## src/rtl/regfile_32x32.sv

```systemverilog
// regfile_32x32: 32-entry register file with two asynchronous read ports and
// one synchronous write port. Register 0 always reads zero.
//
// Ports:
//   clk            rising-edge clock
//   reset          synchronous, active-high; clears every register on the edge
//   RegWrite       write enable
//   WriteRegister  write address (5 bits)
//   WriteData      write data
//   ReadRegister1  read port 1 address
//   ReadRegister2  read port 2 address
//   ReadData1      read port 1 data (combinational)
//   ReadData2      read port 2 data (combinational)
//
// Parameters:
//   WIDTH   data width of each register
//   BYPASS  1: a read of the register being written this cycle returns
//           WriteData; 0: it returns the stored value until the edge
module regfile_32x32 #(
  parameter int unsigned WIDTH  = 32,
  parameter bit          BYPASS = 1'b0
) (
  input  logic             clk,
  input  logic             reset,
  input  logic             RegWrite,
  input  logic [4:0]       WriteRegister,
  input  logic [WIDTH-1:0] WriteData,
  input  logic [4:0]       ReadRegister1,
  input  logic [4:0]       ReadRegister2,
  output logic [WIDTH-1:0] ReadData1,
  output logic [WIDTH-1:0] ReadData2
);

  // Register 0 has no storage; only entries 1..31 exist.
  logic [WIDTH-1:0] regs_q [1:31];
  logic [WIDTH-1:0] regs_d [1:31];

  // One-hot write enable; bit 0 would be ignored, so it is never built.
  logic [31:1] en;

  always_comb begin
    en = '0;
    for (int i = 1; i < 32; i++) begin
      en[i] = RegWrite && (WriteRegister == 5'(i));
    end
  end

  always_comb begin
    for (int i = 1; i < 32; i++) begin
      regs_d[i] = regs_q[i];
      if (en[i]) begin
        regs_d[i] = WriteData;
      end
    end
  end

  // Reset wins over a coincident write.
  always_ff @(posedge clk) begin
    if (reset) begin
      for (int i = 1; i < 32; i++) begin
        regs_q[i] <= '0;
      end
    end else begin
      for (int i = 1; i < 32; i++) begin
        regs_q[i] <= regs_d[i];
      end
    end
  end

  // Read ports
  logic [4:0]       raddr [2];
  logic [WIDTH-1:0] rdata [2];

  assign raddr[0]  = ReadRegister1;
  assign raddr[1]  = ReadRegister2;
  assign ReadData1 = rdata[0];
  assign ReadData2 = rdata[1];

  for (genvar p = 0; p < 2; p++) begin : g_rport
    logic hit_wr;

    // Bypass is independent of reset and never applies to address 0.
    assign hit_wr = BYPASS && RegWrite && (WriteRegister != 5'd0) &&
                    (raddr[p] == WriteRegister);

    always_comb begin
      rdata[p] = '0;
      if (raddr[p] != 5'd0) begin
        if (hit_wr) begin
          rdata[p] = WriteData;
        end else begin
          rdata[p] = regs_q[raddr[p]];
        end
      end
    end
  end

endmodule

```

## config.mk

```make
export PLATFORM = sky130hd
export DESIGN_NAME = regfile_32x32
export DESIGN_NICKNAME = d
export VERILOG_FILES = /design/src/rtl/regfile_32x32.sv
export SDC_FILE = /design/constraint.sdc
export NUM_CORES = 2
export LEC_CHECK = 0
export CORE_MARGIN = 2
export CORE_UTILIZATION = 28
export CTS_CLUSTER_SIZE = 20
export DETAILED_ROUTE_END_ITERATION = 16
export SYNTH_ARGS = -nofsm -noshare
export SYNTH_HDL_FRONTEND = slang
export SYNTH_SLANG_ARGS = --single-unit
```

## constraint.sdc

```tcl
create_clock -name clk -period 6.9 [get_ports clk]
set_input_delay 1.38 -clock clk [delete_from_list [all_inputs] [get_ports clk]]
set_output_delay 1.38 -clock clk [all_outputs]
set_load 0.01 [all_outputs]
```

==> impl_metrics.env <==
export IMPL_status="complete, no violations"
export IMPL_fin_setup_tns_ns=0
export IMPL_nets=3769
export IMPL_grt_overflow=0
export IMPL_synth_area_sq_um=53400
export IMPL_ctsLongestPathBuffers=3
export IMPL_numPortBuffers=113
export IMPL_grt_use_met1_pct=23.7
export IMPL_vias_per_cell=5.46
export IMPL_nFillCells=18500
export IMPL_drt_iter0_markers=4469
export IMPL_syn_to_final_growth_pct=13.8
export IMPL_start_util_pct=28.1
export IMPL_yosys_area_top_type_share_pct=55.8
export IMPL_grt_setup_unrepaired="false"
export IMPL_tightest_slew_ns=1.39
export IMPL_vdd_drop_max_mv=0.199
export IMPL_synth_top_area_cell="edfxtp_1"
export IMPL_core_area_sq_um=190000
export IMPL_cts_root_buf="clkbuf_16"
export IMPL_cp_start_kind="primary input"
export IMPL_largest_reg_flops=992
export IMPL_max_stage_delay_ns=0.93
export IMPL_worstPathBufferInverterCount=4
export IMPL_slew_headroom_pct=4.84
export IMPL_firstDrtPassIters=5
export IMPL_htreeDepth=3
export IMPL_cts_tree="yes"
export IMPL_grt_util_met2_pct=32.3
export IMPL_synth_distinct_cells=53
export IMPL_synthArstFlopShare_pct=0
export IMPL_use_met3_pct=2.80
export IMPL_report_final_setup_viol=0
export IMPL_min_path_type="in -> reg"
export IMPL_postLayoutCoreUtil_pct=32.0
export IMPL_gp_congestion=0.889
export IMPL_syn_nets=3795
export IMPL_pwr_density_cell_nw_per_um2=235
export IMPL_end_kind="output pin"
export IMPL_drc=0
export IMPL_most_common_layout_cells="1,020 x and2_1, 992 x edfxtp_1, 335 x mux4_2"
export IMPL_synth_edf_count=992
export IMPL_grt_pass1_wl_mm=267
export IMPL_clk_pin_slew_worst_paths_ns=0.06
export IMPL_seq_area_sq_um=29800
export IMPL_fin_crit_sh_pct=92.7
export IMPL_grt_pass1_vias=34400
export IMPL_max_cap_violations=0
export IMPL_rows=160
export IMPL_busiest_layer="met2"
export IMPL_fin_ws_ns=0.502
export IMPL_antenna_found_initial=16
export IMPL_ctsHoldBuffers=0
export IMPL_ant_nets=0
export IMPL_synth_flop_cell="edfxtp_1"
export IMPL_crit_required_ns=5.52
export IMPL_synth_area_top_cells="edfxtp_1 56%, mux4_2 14%, and2_1 12%, mux2i_1 5.1%, clkbuf_1 2.1%"
export IMPL_die_y_microns=441
export IMPL_grt_max_degree=113
export IMPL_whs_endpoint="regs_q[18][22]"
export IMPL_top_regs="regs_q: 992 flops"
export IMPL_routed_wl_mm=190
export IMPL_top_register="regs_q"
export IMPL_worstPathMaxFanout=62
export IMPL_numCtsBuffers=97
export IMPL_hold_violations=0
export IMPL_critPathKind="in -> out"
export IMPL_post_cts_resized=0
export IMPL_max_freq_ghz=0.156
export IMPL_crit_chain="buf_6, nor2b_4, buf_12, and2_1, a2111oi_1, a211oi_1, buf_4, clkdlybuf4s50_1"
export IMPL_dp_hpwl_mm=117
export IMPL_placed_cell_area_sq_um=57800
export IMPL_ys_warn_count=0
export IMPL_postSynthAreaPerCell_sq_um=14.3
export IMPL_p_leak_nw=20.6
export IMPL_cp_slowest_cell="a211oi_1"
export IMPL_dr_total_vias=34500
export IMPL_ios=114
export IMPL_die_area_sq_um=194000
export IMPL_layout_commonest_cell="and2_1"
export IMPL_grt_use_total_pct=19.2
export IMPL_die_w_microns=441
export IMPL_place_ws_ns=0.614
export IMPL_multi_input_area_sq_um=22300
export IMPL_whs_path_depth=3
export IMPL_hold_start="WriteData[22]"
export IMPL_fin_crit_ns=6.40
export IMPL_clkSinkCount=992
export IMPL_maxSlewViolCount=0
export IMPL_ys_ff_latch=992
export IMPL_routedWlPerCell_microns=30.1
export IMPL_drive_gt1_share_pct=20.8
export IMPL_synth_cells=3745
export IMPL_post_cts_setup_buffers=0
export IMPL_yosysSeqAreaShare_pct=55.8
export IMPL_final_area_sq_um=60800
export IMPL_arrival_ns=5.02
export IMPL_cp_top_family="buffers and inverters"
area by class of cell:
type	instances	share of cell area, %
flip-flops and latches	992	49.0
repair buffers	278	4.24
well taps	2511	5.17
clock inverters	63	0.794
inverters	1	0.00617
multi-input cells	2349	36.6
diodes	14	0.0576
clock buffers	118	4.12
tightest hold or removal path, cell delays in order:
cell and delay, ns:
clkdlybuf4s50_1 0.39, buf_4 0.25, and2_1 0.18
layer usage:
| layer | wire (microns) | vias to the layer above | part of all wire (%) |
|---|---|---|---|
| met3 | 14800 | 406 | 7.8 |
| met1 | 71600 | 18000 | 38 |
| met5 | 13 | - | 0.0068 |
| met4 | 10500 | 2 | 5.5 |
| met2 | 93300 | 1891 | 49 |
| li1 | - | 14200 | - |
worst max path at each step:
stage | start | end | cells past startpoint
finish | ReadRegister1[2] | ReadData1[24] | 8
global route | ReadRegister1[2] | ReadData1[24] | 8
CTS | ReadRegister1[0] | ReadData1[24] | 8
detailed placement | ReadRegister1[0] | ReadData1[24] | 8
global placement | ReadRegister1[2] | ReadData1[24] | 8
floorplan | ReadRegister2[0] | ReadData2[21] | 6
kinds of logic after synthesis:
group	after synthesis	share of synthesized area, %
buffers and inverters	404	3.44
flip-flops	992	55.8
AND/OR/NAND/NOR	1286	14.3
multiplexers	682	21.1
AO/OA/AOI/OAI	381	5.37
Yosys cell counts, drive strengths merged (16+ instances only):
library cell,n
nand2,73
a221oi,32
edfxtp,992
mux4,345
buf,111
a211oi,41
and2,1036
o221ai,25
a21oi,21
a2111oi,16
mux2i,271
nor2,68
o21ai,38
a22oi,124
nand4,32
clkbuf,292
nand3,35
o2bb2ai,32
mux2,66
o21bai,20
power breakdown:
| group | switching, W | leakage [nW] | total (W) | internal (W) |
|---|---|---|---|---|
| Sequential | 0.000176 | 9.46 | 0.00715 | 0.00697 |
| Combinational | 0.00114 | 9.71 | 0.00191 | 0.000777 |
| Clock | 0.00240 | 1.48 | 0.00522 | 0.00281 |
| Total | 0.00371 | 20.6 | 0.0143 | 0.0106 |
per-stage QoR:
stage          hold WS, ns  instances  total power [W]
2_1_floorplan         1.58       3745          0.00828
3_3_place_gp          2.39       6131          0.00913
3_5_place_dp          2.39       6131          0.00915
4_1_cts               1.62       6312           0.0143
5_1_grt               1.68       6323           0.0146
6_report              1.67       6326           0.0143
Note: power is estimated with default switching activity, not from simulation.
